## config.mk

```make
export PLATFORM = sky130hd
export DESIGN_NAME = rr_arbiter16
export DESIGN_NICKNAME = d
export VERILOG_FILES = /design/src/rtl/rr_arb_pkg.sv /design/src/rtl/onehot_enc16.sv /design/src/rtl/rr_arbiter16.sv
export SDC_FILE = /design/constraint.sdc
export NUM_CORES = 1
export LEC_CHECK = 0
export BUFFER_PORTS_ARGS = -buffer_cell sky130_fd_sc_hd__buf_2
export CORE_ASPECT_RATIO = 0.9
export CORE_MARGIN = 10
export CORE_UTILIZATION = 24
export CTS_BUF_LIST = sky130_fd_sc_hd__clkbuf_16
export DETAILED_ROUTE_END_ITERATION = 8
export GPL_TIMING_DRIVEN = 0
export PLACE_DENSITY = 0.53
export SETUP_SLACK_MARGIN = 0.3
export SYNTH_ARGS = -nofsm -noshare
export SYNTH_HDL_FRONTEND = slang
export SYNTH_SLANG_ARGS = --single-unit
```

## constraint.sdc

```tcl
create_clock -name clk -period 4.1 [get_ports clk]
set_clock_uncertainty 0.1 [all_clocks]
set_input_delay 0.82 -clock clk [delete_from_list [all_inputs] [get_ports clk]]
set_output_delay 0.82 -clock clk [all_outputs]
set_load 0.01 [all_outputs]
```

## src/rtl/rr_arb_pkg.sv

```systemverilog
// Shared constants, state encoding and the circular priority-pick helper for rr_arbiter16.
package rr_arb_pkg;
  localparam int NREQ = 16;
  localparam int IDXW = 4;
  localparam int TOW  = 16;

  typedef enum logic {
    IDLE  = 1'b0,
    GRANT = 1'b1
  } state_t;

  // Index of the first set bit of r when scanning p, p+1, ... modulo NREQ.
  function automatic logic [IDXW-1:0] rr_pick(input logic [NREQ-1:0] r, input logic [IDXW-1:0] p);
    logic [2*NREQ-1:0] dbl;
    logic [NREQ-1:0]   rot;
    logic [IDXW-1:0]   off;
    dbl = {r, r} >> p;
    rot = dbl[NREQ-1:0];
    off = '0;
    for (int i = NREQ - 1; i >= 0; i--) begin
      if (rot[i]) off = IDXW'(i);
    end
    return p + off;
  endfunction
endpackage

```

## src/rtl/onehot_enc16.sv

```systemverilog
// Combinational 16-to-4 one-hot to binary encoder; output forced to 0 when en is low.
module onehot_enc16
  import rr_arb_pkg::*;
(
  input  logic            en,
  input  logic [NREQ-1:0] onehot,
  output logic [IDXW-1:0] idx
);
  always_comb begin
    idx = '0;
    if (en) begin
      for (int i = 0; i < NREQ; i++) begin
        if (onehot[i]) idx = idx | IDXW'(i);
      end
    end
  end
endmodule

```

## src/rtl/rr_arbiter16.sv

```systemverilog
// 16-way round-robin arbiter, grant held until done or request drop; one cycle req->grant and release->clear.
// Defining RR_ARB_TIMEOUT_EN adds a forced release after TIMEOUT grant cycles.
module rr_arbiter16
  import rr_arb_pkg::*;
#(
  parameter int TIMEOUT = 64
) (
  input  logic            clk,
  input  logic            rst_n,
  input  logic [NREQ-1:0] req,
  input  logic            done,
  output logic [NREQ-1:0] gnt,
  output logic [IDXW-1:0] gnt_idx,
  output logic            gnt_valid,
  output logic            timeout
);
  state_t          state, state_nxt;
  logic [IDXW-1:0] ptr, ptr_nxt;
  logic [NREQ-1:0] gnt_nxt;
  logic [IDXW-1:0] idx_nxt;
  logic            vld_nxt;
  logic [IDXW-1:0] sel;
  logic            rel;
  logic            to_hit;

  assign sel = rr_pick(req, ptr);

`ifdef RR_ARB_TIMEOUT_EN
  logic [TOW-1:0] cnt, cnt_nxt;

  assign to_hit  = (cnt == TOW'(TIMEOUT - 1));
  // done and a dropped request are ordinary releases, so they suppress the pulse.
  assign timeout = (state == GRANT) && to_hit && !done && req[gnt_idx];
  assign cnt_nxt = ((state == GRANT) && !rel) ? cnt + TOW'(1) : '0;

  always_ff @(posedge clk or negedge rst_n) begin
    if (!rst_n) cnt <= '0;
    else        cnt <= cnt_nxt;
  end
`else
  logic [TOW-1:0] unused_timeout_param;

  assign unused_timeout_param = TOW'(TIMEOUT);
  assign to_hit  = 1'b0;
  assign timeout = 1'b0;
`endif

  always_comb begin
    state_nxt = state;
    gnt_nxt   = gnt;
    vld_nxt   = gnt_valid;
    ptr_nxt   = ptr;
    rel       = 1'b0;
    case (state)
      IDLE: begin
        if (|req) begin
          gnt_nxt   = NREQ'(1) << sel;
          vld_nxt   = 1'b1;
          state_nxt = GRANT;
        end
      end
      GRANT: begin
        rel = done || !req[gnt_idx] || to_hit;
        if (rel) begin
          gnt_nxt   = '0;
          vld_nxt   = 1'b0;
          ptr_nxt   = gnt_idx + IDXW'(1);
          state_nxt = IDLE;
        end
      end
    endcase
  end

  onehot_enc16 u_enc (
    .en     (vld_nxt),
    .onehot (gnt_nxt),
    .idx    (idx_nxt)
  );

  always_ff @(posedge clk or negedge rst_n) begin
    if (!rst_n) begin
      state     <= IDLE;
      ptr       <= '0;
      gnt       <= '0;
      gnt_idx   <= '0;
      gnt_valid <= 1'b0;
    end else begin
      state     <= state_nxt;
      ptr       <= ptr_nxt;
      gnt       <= gnt_nxt;
      gnt_idx   <= idx_nxt;
      gnt_valid <= vld_nxt;
    end
  end
endmodule

```

# Word level (Yosys, flattened, before mapping)

Cells that the tools add are included.

$add $sub $neg: 2
Order comparisons: 1
Equal/unequal tests: 2
Shifts and indexed selects: 2
Multiplexer cells: 43
Bitwise logic cells: 1
Reduce and logical (&&, ||, !) cells: 5

Operator list:

| kind                                                  | number |
|---|---|
| 2-to-1 mux 4 bit                                      | 25 |
| 2-to-1 mux 16 bit                                     | 2 |
| one-hot mux 16 bit (2 select lines)                   | 1 |
| right shift 32 x 4 -> 16 bit                          | 1 |
| OR reduction 16 bit                                   | 1 |
| left shift 1 x 4 -> 16 bit, first input constant      | 1 |
| 2-to-1 mux 3 bit                                      | 4 |
| 2-to-1 mux 1 bit                                      | 6 |
| < comparator 4 x 5 -> 1 bit, second input constant    | 1 |
| adder 4 x 1 -> 4 bit, second input constant           | 1 |
| adder 4 bit                                           | 1 |
| binary-select mux 1 bit (select 4 bit)                | 1 |
| 2-to-1 mux 2 bit                                      | 2 |
| one-hot mux 1 bit (2 select lines)                    | 2 |
| AND reduction 2 bit                                   | 2 |
| inequality test 2 x 1 -> 1 bit, second input constant | 1 |
| inequality test 2 bit, second input constant          | 1 |
| zero test 1 bit                                       | 1 |
| logical OR 1 bit                                      | 1 |
| inverter 1 bit                                        | 1 |

Register bits: 26
Bits of input ports: 19
Output and inout port bits: 22
Word-level logic and storage cells: 62

# Logic depth before layout (Yosys ltp)

Depth in word-level cells: 37
Mapped depth: 17
Depth with buffers taken out: 15

# Hierarchy

From an unflattened synthesis, not the netlist that was laid out.

Cell total of the unflattened synthesis: 272
Area, all modules: 2524.9 um^2

By module, submodules not included:

| module       | times used | cells an instance | area an instance (um^2) |
|---|---|---|---|
| rr_arbiter16 | 1          | 261               | 2444.8 |
| onehot_enc16 | 1          | 11                | 80.1 |

# Worst setup path before layout

OpenSTA, ideal clock, no wires.

Path kind: in2reg
Start point: in req[6]
End point: reg gnt_idx[3]
Library setup time: 140 ps
Data arrival time: 3999 ps
Required time: 3860 ps
Path slack: -140 ps
Stages on the path: 14
Buffers on the path: 1
Path through: mux4_2 -> and2_1 -> a2111o_1 -> and2_4 -> a2bb2oi_1 -> a211o_1 -> a311oi_1 -> ha_1 -> a21o_1 -> a21oi_1 -> xnor2_1 -> xor2_2 -> buf_6 -> o22ai_1

Word-level cells in the longest chain between the ends: 30
Elaborated cells between the ends (all ways): 39
Classes of those cells: add/sub: 1; shift: 2; mux: 33; reduce/logical: 3

Ends and longest elaborated chain:

| element                             | line               | text |
|---|---|---|
| start, declared                     | rr_arbiter16.sv:10 | `input logic [NREQ-1:0] req,` |
| right shift 32 x 4 -> 16 bit        | rr_arb_pkg.sv:17   | `dbl = {r, r} >> p;` |
| 2-to-1 mux 4 bit (16 in series)     | rr_arb_pkg.sv:21   | `if (rot[i]) off = IDXW'(i);` |
| adder 4 bit                         | rr_arb_pkg.sv:23   | `return p + off;` |
| left shift 1 x 4 -> 16 bit          | rr_arbiter16.sv:57 | `gnt_nxt = NREQ'(1) << sel;` |
| 2-to-1 mux 16 bit                   | rr_arbiter16.sv:56 | `if (\|req) begin` |
| one-hot mux 16 bit (2 select lines) | rr_arbiter16.sv:54 | `case (state)` |
| 2-to-1 mux 4 bit (8 in series)      | onehot_enc16.sv:13 | `if (onehot[i]) idx = idx \| IDXW'(i);` |
| 2-to-1 mux 4 bit (*)                | onehot_enc16.sv:11 | `if (en) begin` |
| named net idx_nxt[3]                | rr_arbiter16.sv:20 | `logic [IDXW-1:0] idx_nxt;` |
| end signal, assigned                | rr_arbiter16.sv:91 | `gnt_idx <= idx_nxt;` |
| end, declared                       | rr_arbiter16.sv:13 | `output logic [IDXW-1:0] gnt_idx,` |

Mark *: on every way through the listed nets, which the timed path passes. The rest lies on a longest branch. The select of a mux whose other input is x is not followed.
A chain may end at the register's enable or synchronous reset.

# Worst setup path after layout

Start point: in req[4]
End point: reg gnt[5]

Word-level cells in the longest chain between the ends: 21
Elaborated cells between the ends (all ways): 27
Classes of those cells: add/sub: 1; shift: 2; mux: 21; reduce/logical: 3

Ends and longest elaborated chain:

| element                                 | line               | text |
|---|---|---|
| right shift 32 x 4 -> 16 bit            | rr_arb_pkg.sv:17   |  |
| 2-to-1 mux 4 bit (16 in series)         | rr_arb_pkg.sv:21   |  |
| adder 4 bit                             | rr_arb_pkg.sv:23   |  |
| left shift 1 x 4 -> 16 bit              | rr_arbiter16.sv:57 |  |
| 2-to-1 mux 16 bit                       | rr_arbiter16.sv:56 |  |
| one-hot mux 16 bit (2 select lines) (*) | rr_arbiter16.sv:54 |  |
| named net gnt_nxt[5]                    | rr_arbiter16.sv:19 | `logic [NREQ-1:0] gnt_nxt;` |
| end signal, assigned                    | rr_arbiter16.sv:90 | `gnt <= gnt_nxt;` |
| end, declared                           | rr_arbiter16.sv:12 | `output logic [NREQ-1:0] gnt,` |

Marks and branches as above.

==> metrics.csv <==
metric;value;unit
avgViaCountPerCell;5.45;
routed_wl;7720;um
grt_pass1_vias;2339;
die_w;127;um
dieHeight;117;um
ys_ff_latch;26;
layout_common_cells;buf_2, nand2_1, dfrtp_1, mux4_2, nor2_1;
maxSlewViolCount;0;
cts_inserted_buffers;3;
wire_per_inst;17.3;um
layout.cells.non_filler;447;
synthCells;257;
nNetsFinal;343;
p_leak;1.39;nW
power_density;961;nW/um^2
period_share;100;%
status;finished, violations left;
hpwlAfterDp;5580;um
ys_seq_area_share;26.1;%
min_period;4.11;ns
tightest_slew;0.588;ns
yosysTopAreaCellShare;26.1;%
via_count;2434;
port_buffers;39;
grt_use_total;9.80;%
synth.yosys.warnings;0;
vdd_drop_max;0.000260;V
core_area;10200;sq um
rr_worst_depth;15;
violations;negative setup slack;
rsz0062_at_grt;true;
grt-ovfl-total;0;
grt.busiest_layer;met2;
whs_endpoint;gnt[0];
grt_pass1_wl;12300;um
synthTopCellsByArea;dfrtp_1, mux4_2, nand2_1, a32o_1, mux2i_1;
finalHoldViolations;0;
tritoncts;done;
critPathRequiredTime;4.19;ns
synth_cell_types;52;
fmax;0.243;GHz
drc;0;
start_util;24.4;%
cts.sinks;26;
finalWorstSetupSlack;-0.00711;ns
drive_gt1_share;41.2;%
netlist_area;2490;sq um
drtAntennaViolNets;0;
relSlewSlack;60.8;%
critPathArrivalTime;4.20;ns
reg2reg_slack;0.05;ns
placement_rows;35;
cts.clk_slew.worst_paths;0.06;ns
rr_startpoint;ptr[1];
path_max_fanout;5;
hold_buffers;0;
drv_cap;0;
ios;41;
finalSetupViolCount;1;
syn-num-nets;281;
antenna-diode-count;0;
grtUsageMet2;16.3;%
use_met3;1.72;%
critPathCaptureType;register;
syn_area_per_cell;9.70;sq um
antenna_found_initial;0;
start_kind;input pin;
min_from;gnt[0];
clk_path_buf_depth;2;
critPathKind;input pin to register;
htreeDepth;1;
ys.flop_type;dfrtp_1;
drt_iter0_markers;246;
cts-root-buf;clkbuf_16;
holdPathStages;1;
dr.pass1.iters;5;
p_total;3.16;mW
clk_latency;0.26;ns
dieArea;14900;sq um
place_ws;-0.515;ns
async_flop_share;100;%
final_common_cell;buf_2;
gp_congestion;0.851;
setup-tns-final;-0.00711;ns
grt_max_degree;27;
synth_edf_count;0;
reg2reg_to;gnt[5];
worstHoldPathType;register to register;
synth.largest_area_cell;dfrtp_1;
dp.cells;425;
area_delta_synth_final;31.9;%
met1_usage;13.4;%
==> metrics by stage <==
stage / utilization (%) / hold WS [ns] / cell area, sq um
6_report: 32.2 / 0.404 / 3290
5_1_grt: 32.2 / 0.438 / 3290
4_1_cts: 30.3 / 0.415 / 3090
3_5_place_dp: 28.1 / 0.398 / 2860
3_3_place_gp: 28.1 / 0.385 / 2860
2_1_floorplan: - / 0.424 / 2510
==> layout make-up <==
class                      instances  area, sq um
fill                            1042         6920
multi-input combinational        203         1870
sequential                        26          651
timing repair buffer              57          370
tap                              129          161
buffer                            18          119
clock buffer                       3         75.1
inverter                          10         40.0
clock inverter                     1         3.75
==> cells in the mapped netlist (4+ instances only) <==
| master | instances |
|---|---|
| mux2i_1 | 9 |
| clkbuf_1 | 11 |
| o21ai_0 | 11 |
| dfrtp_1 | 26 |
| nor2_1 | 22 |
| mux2_2 | 7 |
| o41ai_1 | 4 |
| ha_1 | 4 |
| o21ai_1 | 5 |
| nor4_1 | 7 |
| a21oi_1 | 13 |
| mux4_2 | 23 |
| nand2_1 | 29 |
| inv_1 | 10 |
| nor3_1 | 6 |
| a32o_1 | 9 |
| and2_1 | 4 |
==> state kept, by name (all words and copies together), names as in the netlist <==
| name | count |
|---|---|
| gnt | 16 |
| gnt_idx | 4 |
| gnt_valid | 1 |
| ptr | 4 |
| state | 1 |
==> critical path: stages <==
cell	delay (ns)
buf_8	0.10
buf_4	0.14
mux4_2	0.50
buf_4	0.17
mux2_2	0.28
o311a_1	0.33
a31o_2	0.24
a311oi_2	0.27
ha_1	0.27
a21o_1	0.17
a21oi_2	0.16
xnor2_2	0.14
xor2_2	0.29
buf_6	0.18
a32o_1	0.16
==> repair_timing <==
action	CTS	global route
setup endpoints to repair	20	20
setup buffers	6	11
pin swaps	9	13
cloned	1	0
resized for setup	25	35
==> metal layers <==
layer  routed length [um]  vias up  share of wire [%]
met1                 3450     1219                 45
li1                     -     1118                  -
met2                 3780       91                 49
met4                   45        0               0.58
met3                  443        6                5.7
met5                    0        -                  0
==> report_power, final <==
group / internal, mW / total (mW) / switching (mW)
Clock: 0.130 / 0.216 / 0.0858
Sequential: 0.333 / 0.404 / 0.0708
Combinational: 1.14 / 2.54 / 1.40
Total: 1.60 / 3.16 / 1.56
==> cell families after synthesis <==
| family | after synthesis | share of synthesized area (%) |
|---|---|---|
| multiplexers | 39 | 27.5 |
| AO/OA/AOI/OAI | 66 | 19.5 |
| buffers and inverters | 28 | 5.07 |
| other | 1 | 0.150 |
| flip-flops | 26 | 26.1 |
| adder cells (fa/ha/maj) | 5 | 2.81 |
| XOR/XNOR | 5 | 2.06 |
| AND/OR/NAND/NOR | 87 | 16.8 |
==> worst max-delay path by stage <==
stage	depth (start not counted)	slack, ns	from	end
final	15	-0.007	req[4]	gnt[5]
after global routing	15	-0.12	req[6]	gnt[7]
after CTS	15	-0.005	req[6]	gnt[6]
after detailed placement	15	-0.52	req[6]	gnt_idx[3]
after global placement	15	-0.57	req[6]	gnt_idx[3]
after floorplan	14	-0.02	req[6]	gnt[0]
No activity file was read; power rests on OpenSTA's default activity.
